<file path="src/rtl/ringosc_freq_ctrl.sv">
// Ring-oscillator measurement sequencer: enables the ring, settles, then counts
// rising edges of one synchronized tap over a programmable gate window.
//
// state   | meaning
// IDLE    | ring off, waiting for start
// SETTLE  | ring on, letting the chain stabilise
// MEASURE | ring on, counting edges of the selected tap
// DONE    | one-cycle result strobe, ring off
module ringosc_freq_ctrl #(
  parameter int NUM_TAPS      = 16,
  localparam int SEL_W        = $clog2(NUM_TAPS),
  parameter int GATE_W        = 16,
  parameter int CNT_W         = 24,
  parameter int SETTLE_CYCLES = 16
) (
  input  logic                clk,
  input  logic                rst_n,
  input  logic                start,
  input  logic                abort,
  input  logic [SEL_W-1:0]    tap_sel,
  input  logic [GATE_W-1:0]   gate_len,
  input  logic [NUM_TAPS-1:0] taps_in,
  output logic                ring_en,
  output logic                busy,
  output logic                done,
  output logic [CNT_W-1:0]    count,
  output logic                overflow
);

  localparam int ST_W = (SETTLE_CYCLES > 1) ? $clog2(SETTLE_CYCLES) : 1;

  typedef enum logic [1:0] {IDLE, SETTLE, MEASURE, DONE} state_t;

  state_t              state_q, state_d;
  logic [SEL_W-1:0]    sel_q;
  logic [GATE_W-1:0]   gate_cnt_q;
  logic [ST_W-1:0]     settle_cnt_q;
  logic                s1, s2, s3;
  logic [CNT_W-1:0]    live_cnt_q;
  logic                live_ovf_q;
  logic [CNT_W-1:0]    count_q;
  logic                ovf_q;
  logic                start_acc;
  logic                tap_ok;
  logic                edge_det;

  assign start_acc = (state_q == IDLE) && start;
  assign tap_ok    = int'(tap_sel) < NUM_TAPS;
  assign edge_det  = s2 & ~s3;

  always_ff @(posedge clk or negedge rst_n) begin
    if (!rst_n) state_q <= IDLE;
    else        state_q <= state_d;
  end

  always_comb begin
    state_d = state_q;
    case (state_q)
      IDLE:    if (start) state_d = SETTLE;
      SETTLE:  if (abort) state_d = IDLE;
               else if (settle_cnt_q == '0) state_d = MEASURE;
      MEASURE: if (abort) state_d = IDLE;
               else if (gate_cnt_q == '0) state_d = DONE;
      DONE:    state_d = IDLE;
      default: state_d = IDLE;
    endcase
  end

  always_comb begin
    ring_en  = (state_q == SETTLE) || (state_q == MEASURE);
    busy     = (state_q != IDLE);
    done     = (state_q == DONE);
    // Live counter is frozen in DONE, so present it directly alongside the strobe.
    count    = (state_q == DONE) ? live_cnt_q : count_q;
    overflow = (state_q == DONE) ? live_ovf_q : ovf_q;
  end

  // Down-counters hold (length - 1) and terminate at zero.
  always_ff @(posedge clk or negedge rst_n) begin
    if (!rst_n) begin
      sel_q        <= '0;
      gate_cnt_q   <= '0;
      settle_cnt_q <= '0;
      live_cnt_q   <= '0;
      live_ovf_q   <= 1'b0;
    end else if (start_acc) begin
      sel_q        <= tap_ok ? tap_sel : '0;
      gate_cnt_q   <= (gate_len == '0) ? '0 : gate_len - GATE_W'(1);
      settle_cnt_q <= ST_W'(SETTLE_CYCLES - 1);
      live_cnt_q   <= '0;
      live_ovf_q   <= 1'b0;
    end else begin
      if (state_q == SETTLE && settle_cnt_q != '0)
        settle_cnt_q <= settle_cnt_q - ST_W'(1);
      if (state_q == MEASURE && gate_cnt_q != '0)
        gate_cnt_q <= gate_cnt_q - GATE_W'(1);
      if (state_q == MEASURE && edge_det) begin
        if (&live_cnt_q) live_ovf_q <= 1'b1;
        else             live_cnt_q <= live_cnt_q + CNT_W'(1);
      end
    end
  end

  always_ff @(posedge clk or negedge rst_n) begin
    if (!rst_n) begin
      count_q <= '0;
      ovf_q   <= 1'b0;
    end else if (state_q == DONE) begin
      count_q <= live_cnt_q;
      ovf_q   <= live_ovf_q;
    end
  end

  // Free-running synchronizer; s3 is the history flop for edge detection.
  always_ff @(posedge clk or negedge rst_n) begin
    if (!rst_n) begin
      s1 <= 1'b0;
      s2 <= 1'b0;
      s3 <= 1'b0;
    end else begin
      s1 <= taps_in[sel_q];
      s2 <= s1;
      s3 <= s2;
    end
  end

endmodule

</file>
<file path="config.mk">
export PLATFORM = sky130hd
export DESIGN_NAME = ringosc_freq_ctrl
export DESIGN_NICKNAME = d
export VERILOG_FILES = /design/src/rtl/ringosc_freq_ctrl.sv
export SDC_FILE = /design/constraint.sdc
export NUM_CORES = 1
export LEC_CHECK = 0
export CORE_MARGIN = 3
export CORE_UTILIZATION = 51
export CTS_BUF_LIST = sky130_fd_sc_hd__clkbuf_4
export CTS_CLUSTER_DIAMETER = 50
export DETAILED_ROUTE_END_ITERATION = 8
export PLACE_DENSITY = 0.9
export SETUP_SLACK_MARGIN = 0.2
export SYNTH_ARGS = -nofsm -noshare
export SYNTH_HDL_FRONTEND = slang
export SYNTH_SLANG_ARGS = --single-unit
</file>
<file path="constraint.sdc">
create_clock -name clk -period 1.9 [get_ports clk]
set_clock_uncertainty 0.05 [all_clocks]
set_input_delay 0.19 -clock clk [delete_from_list [all_inputs] [get_ports clk]]
set_output_delay 0.19 -clock clk [all_outputs]
set_load 0.03 [all_outputs]
</file>
==> results of run 1 <==
[worst paths after layout]
path | end | slack [ns] | depth (start not counted)
worst max-delay path | live_cnt_q[4]$_DFFE_PN0P_ | -0.31 | 6
worst min-delay path | count_q[17]$_DFF_PN0_ | 0.14 | 2
worst max register to register | live_cnt_q[4]$_DFFE_PN0P_ | -0.31 | 6
worst min register to register | s2$_DFF_PN0_ | 0.33 | 0
max in group asynchronous | sel_q[0]$_DFFE_PN0P_ | 1.02 | 3
min in group clk | sel_q[1]$_DFFE_PN0P_ | 0.16 | 3
[cell families (layout without fill, tap and decap cells)]
kind of cell,after synthesis,after routing
buf+inv,35,241
fa+ha+maj,10,10
compound gates,73,73
xor+xnor,35,35
simple gates,162,163
flops,79,79
other cells,0,1
mux,33,33
[sequential cells by signal, summed over array words and instances (netlist names)]
register      count
count_q          24
live_cnt_q       24
sel_q             4
s1                1
ovf_q             1
state_q           2
settle_cnt_q      4
s2                1
live_ovf_q        1
s3                1
gate_cnt_q       16
[layout make-up]
class / count / area [um2] / share of cell area
clock inverters: 5 / 25.02 / 0.003338
well taps: 105 / 131.4 / 0.01753
inverters: 16 / 70.07 / 0.009347
flip-flops and latches: 79 / 1979 / 0.2641
multi-input cells: 314 / 3110 / 0.4150
clock buffers: 11 / 82.58 / 0.01102
repair buffers: 209 / 2095 / 0.2794
diodes: 1 / 2.502 / 0.0003338
[layout by cell type, fill, tap and decap left out, types with 5 or more instances in the layout]
cell and n:
a31oi_1 5, o22ai_1 5, buf_4 92, nor2_1 28
nor4_4 9, mux4_2 5, a21oi_2 6, o21ai_2 6
xor2_1 15, clkdlybuf4s50_1 38, mux2_4 22, nor3_1 9
nand4_1 19, buf_6 66, dfrtp_1 77, buf_12 6
a21oi_1 8, inv_1 10, nand2_1 22, nand2_2 8
clkbuf_4 11, nor2_2 6, and3_1 5, xnor2_1 16
[power by group]
| group | internal [mW] | switching (mW) |
|---|---|---|
| Clock | 0.286 | 0.692 |
| Combinational | 2.98 | 3.08 |
| Sequential | 2.05 | 0.428 |
[what timing repair did]
item	4_1_cts	5_1_grt
setup endpoints to repair	74	79
setup buffers	37	30
gates cloned	6	1
endpoints found under the hold margin	36	0
pin swaps	50	32
hold buffers	1	0
resized for setup	298	83
[through the flow]
stage               cell area [um2]  hold slack (ns)
finish                         7496           0.1386
global route                   7496           0.1489
CTS                            6839           0.1857
detailed placement             5818           0.1316
global placement               5818           0.1285
floorplan                      4574          -0.1556
[metal layers]
metal	share of wire	vias to the layer above
met5	0	-
met1	0.34	2452
li1	-	1988
met3	0.10	182
met2	0.47	475
met4	0.085	0
==> impl_metrics.ini, run 1 <==
[global_route]
grt.total_usage = 0.3287
met3_usage = 0.06662
groute.layer.met1.usage = 0.3738
antenna_found_initial = 1
grt_max_degree = 40
grt_pass1_vias = 4690
grt_overflow = 0
grt_pass1_wl_um = 25120
globalRouteMet2Util = 0.5790
grt.busiest_layer = met2

[synthesis]
synth_ff_type = dfrtp_1
synth_edf_count = 0
syn_area_um2 = 4464
async_flop_share = 1.000
synth_most_common_cell = dfrtp_1
ys_top_cells_by_area = dfrtp_1 (44%), mux2_2 (6.3%), xnor2_1 (3.5%)
synthCells = 427
yosys_warnings = 0
synthMuxAreaShare = 0.09501
synth_top_cells_by_count = dfrtp_1 (79), nand2_1 (36), nor2_1 (35)
synth_top_cell_by_area = dfrtp_1
synth_top_family_by_area = simple AND/OR/NAND/NOR gates
synth_fa_ha_area_frac = 0.02803
syn_nets = 477
ys_types = 62
synth_seq_cells = 79
syn_avg_cell_area_um2 = 10.45
synth_compound_area_frac = 0.1180
yosysSeqAreaShare = 0.4428
synth-xor-area-share = 0.06867
synth_simple_gate_area_frac = 0.2152
synth.top_cell.area_share = 0.4428

[detailed_routing]
firstDrtPassIters = 5
routedWlPerCell_um = 27.93
drcViolationCount = 0
viasPerCell = 6.888
wl_um = 20670
ant_nets = 0
num_vias = 5097
drtIter0Drc = 542

[power_and_ir_drop]
powerDensity_nw_per_um2 = 1269
power.total_mw = 9.515
ir_worst_vdd_mv = 0.6857
p_leak_nw = 3.302

[critical_path]
slowest_delay_ns = 0.49
path_cells = nand4_1 -> nor3_1 -> buf_4 -> a21oi_2 -> xnor2_1 -> nor2_1
cp_top_family = simple AND/OR/NAND/NOR gates
worstSetupPathType = reg2reg
cp_max_fo = 12
slowest_stage = dfrtp_1
startpoint_type = flip-flop
critPathLaunch = live_cnt_q[11]$_DFFE_PN0P_
critPathBufInv = 1
endpoint_kind = flip-flop
rr_startpoint = live_cnt_q[11]$_DFFE_PN0P_
required_ns = 2.23
critPathArrivalTime_ns = 2.54

[clock_tree]
clk_latency_ns = 0.51
clock-root-buffer = clkbuf_4
clkSinkCount = 79
clockBufferDepth = 2
numCtsBuffers = 9
clk_pin_slew_ns = 0.16
htree_levels = 3
cts_tree = yes

[layout]
drive_above_1_share = 0.5095
final_core_util = 0.8987
fin_nets = 679
fin_cells = 740
nFillCells = 297
syn_to_final_growth_pct = 67.91

[sta]
finalSetupViolCount = 72
worstMarginPinSlew_ns = 0.6451
finalHoldViolations = 0
fin_ws_ns = -0.3118
rsz0062_at_grt = true
slew_headroom = 0.5663
tns_ns = -13.42
max_freq_ghz = 0.4521
final.period_utilization = 1.164
drv_slew = 0
layout_min_cycle_time_ns = 2.212

[place]
dp_cells = 648
portBuffers = 67
dp_slack_ns = -0.3111
dp_hpwl_um = 8320
gp_congestion = 0.8768

[die]
die_area_um2 = 9912
rows = 33
die_h_um = 99.56
core-area_um2 = 8341
die_x_um = 99.56
start_util = 0.5353
io_pins = 68

[run_status]
violations = negative setup slack
status = complete, but fails checks

[min_path]
hold_path_class = in2async

[run]
cap_violations = 0
Note: power is estimated with default switching activity, not from simulation.
==> run 2, diff against run 1 <==
--- a/config.mk
+++ b/config.mk
@@ -6,11 +6,11 @@
 export NUM_CORES = 1
 export LEC_CHECK = 0
 export CORE_MARGIN = 3
-export CORE_UTILIZATION = 51
+export CORE_UTILIZATION = 45
 export CTS_BUF_LIST = sky130_fd_sc_hd__clkbuf_4
 export CTS_CLUSTER_DIAMETER = 50
 export DETAILED_ROUTE_END_ITERATION = 8
-export PLACE_DENSITY = 0.9
+export PLACE_DENSITY = 0.82
 export SETUP_SLACK_MARGIN = 0.2
 export SYNTH_ARGS = -nofsm -noshare
 export SYNTH_HDL_FRONTEND = slang
==> impl_metrics.ini, run 2 (synthesis gave the netlist of run 1 again) <==
[place]
gp_congestion = 0.8661
place_area_um2 = 5853
dp_cells = 671
dp_hpwl_um = 8085
portBuffers = 67

[power_and_ir_drop]
p_leak_nw = 3.117
power.total_mw = 8.432
ir_worst_vdd_mv = 0.5420
powerDensity_nw_per_um2 = 1192

[layout]
fin_nets = 650
drive_above_1_share = 0.4470
nFillCells = 581
fin_cells = 733
fin_area_um2 = 7076
layout_common_cells = buf_4 (90), dfrtp_1 (74), buf_6 (40)
final_common_cell = buf_4
top_regs = count_q: 24 flops, live_cnt_q: 24 flops, gate_cnt_q: 16 flops
syn_to_final_growth_pct = 58.49
antennaDiodeCount = 0

[critical_path]
crit_path_end = count[5]
cp_max_fo = 6
required_ns = 1.66
reg2reg_depth = 8
worstSetupPathType = reg2out
endpoint_kind = primary output
rr_startpoint = state_q[0]$_DFFE_PN0P_
worstReg2RegEnd = live_cnt_q[17]$_DFFE_PN0P_
critPathArrivalTime_ns = 1.84
rrSetupSlack_ns = -0.10
startpoint_type = flip-flop
critPathLaunch = state_q[0]$_DFFE_PN0P_

[detailed_routing]
drcViolationCount = 0
ant_nets = 0
routedWlPerCell_um = 19.97
drtIter0Drc = 271
num_vias = 4307
wl_um = 14640
viasPerCell = 5.876
firstDrtPassIters = 4

[die]
die_x_um = 105.6
die_area_um2 = 11150
rows = 35
io_pins = 68
die_h_um = 105.6
start_util = 0.4720
core-area_um2 = 9459

[global_route]
grt_pass1_vias = 4344
grt_pass1_wl_um = 21420
grt_max_degree = 47
grt_overflow = 0
antenna_found_initial = 0
grt.total_usage = 0.2381

[run_status]
violations = negative setup slack
status = complete, but fails checks

[sta]
tns_ns = -3.488
max_freq_ghz = 0.4809
fin_ws_ns = -0.1795
drv_slew = 0
finalSetupViolCount = 40
layout_min_cycle_time_ns = 2.080
final.period_utilization = 1.094
worstMarginPinSlew_ns = 0.4928
finalHoldViolations = 0
slew_headroom = 0.6685
rsz0062_at_grt = true

[clock_tree]
clk_pin_slew_ns = 0.13
clockBufferDepth = 2
htree_levels = 3
numCtsBuffers = 9
clkSinkCount = 79
cts_tree = yes
clk_latency_ns = 0.46
clock-root-buffer = clkbuf_4

[run]
cap_violations = 0

[min_path]
hold_path_class = in2async
run 2: layer usage:
metal / vias up / wire length, um / share of wire / GRT usage
met4: 0 / 487 / 0.033 / 0.09991
met2: 174 / 7867 / 0.54 / 0.4217
li1: 1932 / - / - / -
met5: - / 0 / 0 / 0
met1: 2156 / 5592 / 0.38 / 0.2806
met3: 45 / 691 / 0.047 / 0.04715
run 2: critical path, stage by stage (launching register included):
cell and delay, ns:
dfrtp_1 0.44, ha_4 0.20, buf_12 0.13, clkbuf_16 0.16
mux2_4 0.31, buf_6 0.14
run 2: power by group:
group	leakage, nW	internal (mW)	switching [mW]	total, mW
logic	1.98	2.41	2.42	4.83
clock network	0.0837	0.533	0.611	1.14
registers	1.05	2.05	0.403	2.46
total	3.12	5.00	3.43	8.43
run 2: repair_timing:
item | 4_1_cts | 5_1_grt
setup buffers | 15 | 27
gates resized for setup | 257 | 66
cloned | 3 | 1
endpoints found under the setup margin | 71 | 72
pin swaps | 37 | 24
endpoints found under the hold margin | 33 | 0
hold buffers | 1 | 0
run 2: per-stage QoR:
| step | hold slack (ns) | worst slack (ns) | util |
|---|---|---|---|
| after CTS | 0.2069 | -0.1327 | 0.6893 |
| after global placement | 0.1119 | -0.2228 | 0.6188 |
| after detailed placement | 0.1195 | -0.3146 | 0.6188 |
| final | 0.1661 | -0.1795 | 0.7480 |
| after global routing | 0.1931 | -0.2385 | 0.7480 |
| after floorplan | -0.1556 | 0.05558 | - |
run 2: layout make-up:
cell class	instances	area (um2)	area share
Tap cell	129	161.4	0.02281
Multi-Input combinational cell	315	2980	0.4212
Clock buffer	10	75.07	0.01061
Sequential cell	79	1983	0.2803
Clock inverter	5	73.82	0.01043
Inverter	16	77.57	0.01096
Timing Repair Buffer	179	1724	0.2437
run 2: worst min-delay path by stage:
stage	slack, ns	end	cells past startpoint	from
floorplan	-0.16	count_q[0]$_DFF_PN0_	0	rst_n
global placement	0.11	count_q[20]$_DFF_PN0_	1	rst_n
detailed placement	0.12	count_q[20]$_DFF_PN0_	1	rst_n
CTS	0.21	count_q[19]$_DFF_PN0_	2	rst_n
global route	0.19	count_q[13]$_DFF_PN0_	2	rst_n
finish	0.17	live_cnt_q[12]$_DFFE_PN0P_	2	rst_n
==> run 3, diff against run 2 <==
--- a/config.mk
+++ b/config.mk
@@ -5,6 +5,7 @@
 export SDC_FILE = /design/constraint.sdc
 export NUM_CORES = 1
 export LEC_CHECK = 0
+export CAP_MARGIN = 5
 export CORE_MARGIN = 3
 export CORE_UTILIZATION = 45
 export CTS_BUF_LIST = sky130_fd_sc_hd__clkbuf_4
@@ -12,6 +13,7 @@
 export DETAILED_ROUTE_END_ITERATION = 8
 export PLACE_DENSITY = 0.82
 export SETUP_SLACK_MARGIN = 0.2
+export SLEW_MARGIN = 30
 export SYNTH_ARGS = -nofsm -noshare
 export SYNTH_HDL_FRONTEND = slang
 export SYNTH_SLANG_ARGS = --single-unit
==> results of run 3 <==
Final layout, timing and power as in run 2 (identical DEF).
